### src/rtl/sequential_divider.sv
// Unsigned 16-by-8 restoring divider, one quotient bit per clock.
// A zero divisor short-circuits to an all-ones quotient with div_by_zero flagged.
module sequential_divider (
    input  logic        clk,
    input  logic        reset,
    input  logic        start,
    input  logic [15:0] dividend,
    input  logic [7:0]  divisor,
    output logic [15:0] quotient,
    output logic [7:0]  remainder,
    output logic        busy,
    output logic        done,
    output logic        div_by_zero
);

    typedef enum logic [1:0] {StIdle, StCalc, StDone} state_e;

    state_e      state_q, state_d;
    logic [3:0]  count_q, count_d;
    logic [15:0] dvd_q, dvd_d;
    logic [7:0]  dsr_q, dsr_d;
    logic [8:0]  prem_q, prem_d;
    logic [15:0] quot_q, quot_d;
    logic [7:0]  rem_q, rem_d;
    logic        dbz_q, dbz_d;

    logic [9:0]  shifted;
    logic [9:0]  diff;
    logic [9:0]  step;
    logic        fits;
    logic [15:0] dvd_step;
    logic        unused_step_msb;

    // dvd_q doubles as the quotient shift register: dividend bits leave at the top
    // while quotient bits enter at the bottom.
    always_comb begin
        shifted         = {prem_q, dvd_q[15]};
        fits            = shifted >= {2'b00, dsr_q};
        diff            = shifted - {2'b00, dsr_q};
        step            = fits ? diff : shifted;
        dvd_step        = {dvd_q[14:0], fits};
        unused_step_msb = step[9];
    end

    always_comb begin
        state_d = state_q;
        count_d = count_q;
        dvd_d   = dvd_q;
        dsr_d   = dsr_q;
        prem_d  = prem_q;
        quot_d  = quot_q;
        rem_d   = rem_q;
        dbz_d   = dbz_q;

        unique case (state_q)
            StIdle: begin
                if (start) begin
                    dvd_d   = dividend;
                    dsr_d   = divisor;
                    prem_d  = '0;
                    count_d = '0;
                    state_d = StCalc;
                end
            end
            StCalc: begin
                if (dsr_q == 8'd0) begin
                    quot_d  = 16'hFFFF;
                    rem_d   = dvd_q[7:0];
                    dbz_d   = 1'b1;
                    state_d = StDone;
                end else begin
                    prem_d  = step[8:0];
                    dvd_d   = dvd_step;
                    count_d = count_q + 4'd1;
                    if (count_q == 4'd15) begin
                        quot_d  = dvd_step;
                        rem_d   = step[7:0];
                        dbz_d   = 1'b0;
                        state_d = StDone;
                    end
                end
            end
            StDone: begin
                state_d = StIdle;
            end
            default: begin
                state_d = StIdle;
            end
        endcase
    end

    always_ff @(posedge clk or posedge reset) begin
        if (reset) begin
            state_q <= StIdle;
            count_q <= '0;
            dvd_q   <= '0;
            dsr_q   <= '0;
            prem_q  <= '0;
            quot_q  <= '0;
            rem_q   <= '0;
            dbz_q   <= 1'b0;
        end else begin
            state_q <= state_d;
            count_q <= count_d;
            dvd_q   <= dvd_d;
            dsr_q   <= dsr_d;
            prem_q  <= prem_d;
            quot_q  <= quot_d;
            rem_q   <= rem_d;
            dbz_q   <= dbz_d;
        end
    end

    assign quotient    = quot_q;
    assign remainder   = rem_q;
    assign div_by_zero = dbz_q;
    assign busy        = (state_q != StIdle);
    assign done        = (state_q == StDone);

endmodule
### config.mk
export PLATFORM = sky130hd
export DESIGN_NAME = sequential_divider
export DESIGN_NICKNAME = d
export VERILOG_FILES = /design/src/rtl/sequential_divider.sv
export SDC_FILE = /design/constraint.sdc
export NUM_CORES = 1
export LEC_CHECK = 0
export ABC_AREA = 1
export CAP_MARGIN = 20
export CORE_MARGIN = 2
export CORE_UTILIZATION = 50
export CTS_BUF_LIST = sky130_fd_sc_hd__clkbuf_8 sky130_fd_sc_hd__clkbuf_16
export DETAILED_ROUTE_END_ITERATION = 8
export PLACE_DENSITY = 0.75
export REMOVE_ABC_BUFFERS = 1
export SYNTH_ARGS = -nofsm -noshare
export SYNTH_HDL_FRONTEND = slang
export SYNTH_SLANG_ARGS = --single-unit
export TNS_END_PERCENT = 10
### constraint.sdc
create_clock -name clk -period 4.3 [get_ports clk]
set_input_delay 0.86 -clock clk [delete_from_list [all_inputs] [get_ports clk]]
set_output_delay 0.86 -clock clk [all_outputs]
set_load 0.1 [all_outputs]
# Yosys cells after proc, flatten, opt, wreduce, memory -nomap -nowiden
# Cells that the tools add are included.
# totals
output_inout_bits,27
in_bits,27
elab_cells,46
ff_bits,64
# op_classes
eq_ne,6
addsub,2
order_cmp,1
n_mux,20
reduce_logical,9
# op_table
cell,count
2-to-1 mux 16 bit,4
case mux 16 bit (2 select lines),1
2-to-1 mux 9 bit,3
case mux 9 bit (2 select lines),1
2-to-1 mux 8 bit,2
greater-or-equal comparator 10 x 8 -> 1 bit,1
subtractor 9 x 8 -> 9 bit,1
zero test 8 bit,1
2-to-1 mux 4 bit,2
case mux 4 bit (2 select lines),1
2-to-1 mux 2 bit,3
AND reduction 2 bit,3
nonzero test 2 bit,3
"adder 4 x 1 -> 4 bit, second input constant",1
"equality test 4 bit, second input constant",1
"inequality test 2 bit, second input constant",2
case mux 2 bit (2 select lines),1
"inequality test 3 bit, second input constant",1
AND reduction 3 bit,1
"equality test 2 x 1 -> 1 bit, second input constant",1
"equality test 2 bit, second input constant",1
zero test 2 bit,1
2-to-1 mux 1 bit,2

# Logic depth before layout (Yosys ltp)
# depth
word_depth,4
mapped_depth,13

# Least setup slack after synthesis
# Ideal clock, no wire load.
# synth_path
path_kind,register -> output
startpoint,reg state_q[1]
endpoint,out done
arrival_ns,1.747
path_stages_with_launch,3
path_slack_ns,1.693
required_time_ns,3.440
path_cell_list,dfrtp_1 > inv_1 > nor2_1
# synth_via
elab_chain_len,1
# synth_lines
element,line_no,text
from (decl),18,"state_e state_q, state_d;"
from (signal assigned),94,state_q <= StIdle;
from (signal assigned),103,state_q <= state_d;
equality test 2 bit,118,assign done = (state_q == StDone);
to (decl),12,"output logic done,"
# No other way between the ends.

# Worst setup path after layout
# Ends and elaborated chain as after synthesis.

==> reports/qor.txt <==
=================================================================================
Result of the run                                                    finished clean
Min-Delay Path Class                                                 flop to flop
FF-to-FF Start                                                          dvd_q[15]
Logic depth of the worst path, buffers included                                 3
CTS resizes                                                                     0
Core Area                                                               6680 um^2
Initial core utilization                                                    0.509
Antenna violations before repair                                                0
Sequential cell area fraction in the yosys report                           0.471
Number of diodes added for antenna fixing                                       0
Unrepaired setup endpoints after global routing                                no
Top cell family by delay on the critical path                        buffers and inverters
Accumulated negative setup slack                                             0 ns
Yosys reg bits                                                                 64
Buffer levels on the longest clock path                                         2
Total Routed Length                                                       7480 um
Largest net degree at the start of global routing                              44
Slew at the pin with the worst max-slew slack                            0.997 ns
Req. time, crit path                                                      3.44 ns
Synth warnings                                                                  0
Worst slew margin relative to its limit                                     0.333
Instance count of the mapped netlist                                          415
Vert. Die Dim                                                             86.5 um
Synth Flop Type                                                      sky130_fd_sc_hd__dfrtp_1
Post-detailed-route via-to-cell ratio                                        5.12
Number of rows in the core area                                                30
Worst Setup Start Kind                                                       flop
Peak Freq                                                                 339 MHz
Post-route fraction of the period consumed by the critical path             0.685
Number of cells traversed by the worst hold path                                2
Worst-case hold path end point                                       remainder[5]
Largest incremental delay on the critical path                            1.14 ns
Number of setup violations in the final report                                  0
Count of buffer and inverter cells on the critical path                         2
Fraction of final layout cells with drive strength greater than 1          0.0951
Number of port buffers                                                         53
Vias after detailed routing                                                  2829
Clk pin slew, worst setup/hold paths                                      0.07 ns
Drt pass-1 iters                                                                4
WL per Instance                                                           13.5 um
Worst R2R Setup Slack                                                     2.07 ns
Root buffer cell                                                     sky130_fd_sc_hd__clkbuf_8
Number of cell instances on the worst register-to-register path                13
First-pass GRT wire length                                               12500 um
CTS buffer count                                                                9
Synth async-reset ratio                                                      1.00
Max-cap violations                                                              0
CTS tree                                                                    built
Critical path endpoint category                                        output pin
Post-Synthesis Mean Instance Area                                       8.20 um^2
Clock Sink Count                                                               64
Beginning of the worst hold path                                     remainder[5]
Total count of hold-check failures in the final report                          0
Final Net Count                                                               506
Endpoint arrival time on the critical path                                2.09 ns
Chip width                                                                86.5 um
Cell area after synthesis                                               3400 um^2
Critical-path top delay cell                                         sky130_fd_sc_hd__clkdlybuf4s50_1
Number of buffers inserted by hold repair at cts                                0
Total I/O pin count                                                            54
Number of levels in the clock H-tree                                            3
Die footprint                                                           7480 um^2
Clock latency of the later-clocked register in the worst-skew pair        0.34 ns
Post-route DRC violation count                                                  0
Post-synth cell types                                                          29
Fin crit period                                                           2.95 ns
Post-CTS setup repair buffer count                                              0
Aggregate global routing overflow                                               0
All-Layer GR Usage                                                          0.215
Final weighted congestion of routability-driven global placement            0.825
Number of enable flip-flop cells after synthesis                                0
Max Fanout on Critical Path                                                     3
Final HPWL DP                                                             5400 um
Final ANT Viol Nets                                                             0
Critical setup path kind                                             flop to output pin
Share of the core filled with cells                                         0.621
Final Max Slew Viols                                                            0
Area growth syn-to-layout                                                   21.9%
Cell Chain, Critical Path                                            inv_1 -> nor2_1 -> clkdlybuf4s50_1
Clock Skew                                                             0.00640 ns
RR Endpoint                                                             prem_q[0]
Number of global-route vias before repair                                    2749
First-iteration detailed-routing DRC count                                    130
=================================================================================
per-stage QoR:
stage               cell area, um^2  worst slack (ns)  hold slack, ns  std cells
floorplan                      3300              1.69           0.459        404
global placement               3940              1.72           0.465        538
detailed placement             3940              1.71           0.469        538
CTS                            4150              1.32           0.488        553
global route                   4150              1.27           0.505        553
finish                         4150              1.35           0.490        553
registers in the layout, indices dropped and copies added (netlist names):
signal / cells
dvd_q: 16
quotient: 16
prem_q: 9
dsr_q: 8
remainder: 8
count_q: 4
state_q: 2
div_by_zero: 1
final cells by class:
type / count / area (um^2)
well taps: 80 / 100
repair buffers: 54 / 538
clock buffers: 9 / 124
fillers: 586 / 2530
inverters: 51 / 196
multi-input cells: 289 / 1510
flip-flops and latches: 64 / 1600
clock inverters: 6 / 83.8
worst min-delay path, delay by kind of cell (launching register included):
family / cells / cell delay [ns]
flops: 1 / 0.35
simple gates: 2 / 0.10
placed cells by master, fill, tap and decap left out, drive strengths merged, types with 16 or more instances in the layout:
master | synthesis | layout
o21ai | 35 | 35
dfrtp | 64 | 64
nand3 | 22 | 22
clkdlybuf4s50 | 0 | 53
a21oi | 21 | 21
nand2 | 142 | 142
nor2 | 35 | 35
inv | 51 | 52
o211ai | 16 | 16
cell usage after synthesis (3+ instances only):
library cell,count,area share
sky130_fd_sc_hd__o21ai_0,34,0.050
sky130_fd_sc_hd__xor2_1,4,0.010
sky130_fd_sc_hd__o211ai_1,16,0.035
sky130_fd_sc_hd__a21oi_2,9,0.023
sky130_fd_sc_hd__inv_2,5,0.0055
sky130_fd_sc_hd__nor2_4,4,0.013
sky130_fd_sc_hd__buf_1,3,0.0033
sky130_fd_sc_hd__ha_1,9,0.033
sky130_fd_sc_hd__nor2_1,30,0.033
sky130_fd_sc_hd__inv_1,45,0.050
sky130_fd_sc_hd__a21oi_1,11,0.016
sky130_fd_sc_hd__nand2_4,3,0.0099
sky130_fd_sc_hd__dfrtp_1,64,0.47
sky130_fd_sc_hd__buf_6,5,0.017
sky130_fd_sc_hd__nand2_1,137,0.15
sky130_fd_sc_hd__nand4_1,3,0.0055
sky130_fd_sc_hd__nand3_1,21,0.031
cell families (layout without fill, tap and decap cells):
group / Yosys count / after routing / synth area share
simple gates: 203 / 203 / 0.262
flops: 64 / 64 / 0.471
compound gates: 72 / 72 / 0.131
fa+ha+maj: 10 / 10 / 0.0390
xor+xnor: 4 / 4 / 0.0103
buf+inv: 62 / 120 / 0.0871
routing by layer:
layer / wire [um] / GRT usage
met3: 436 / 0.0571
met5: 0 / 0
met1: 3420 / 0.286
met2: 3530 / 0.345
met4: 87 / 0.0653
worst max-delay path by stage:
stage	slack, ns	from	to
after CTS	1.32	state_q[1]	done
after floorplan	1.69	state_q[1]	done
final	1.35	state_q[1]	done
after detailed placement	1.71	state_q[1]	done
after global placement	1.72	state_q[1]	done
after global routing	1.27	state_q[1]	busy
Power is not shown: default switching activity piles up to over one toggle a cycle in this logic, so the estimate is an artifact.
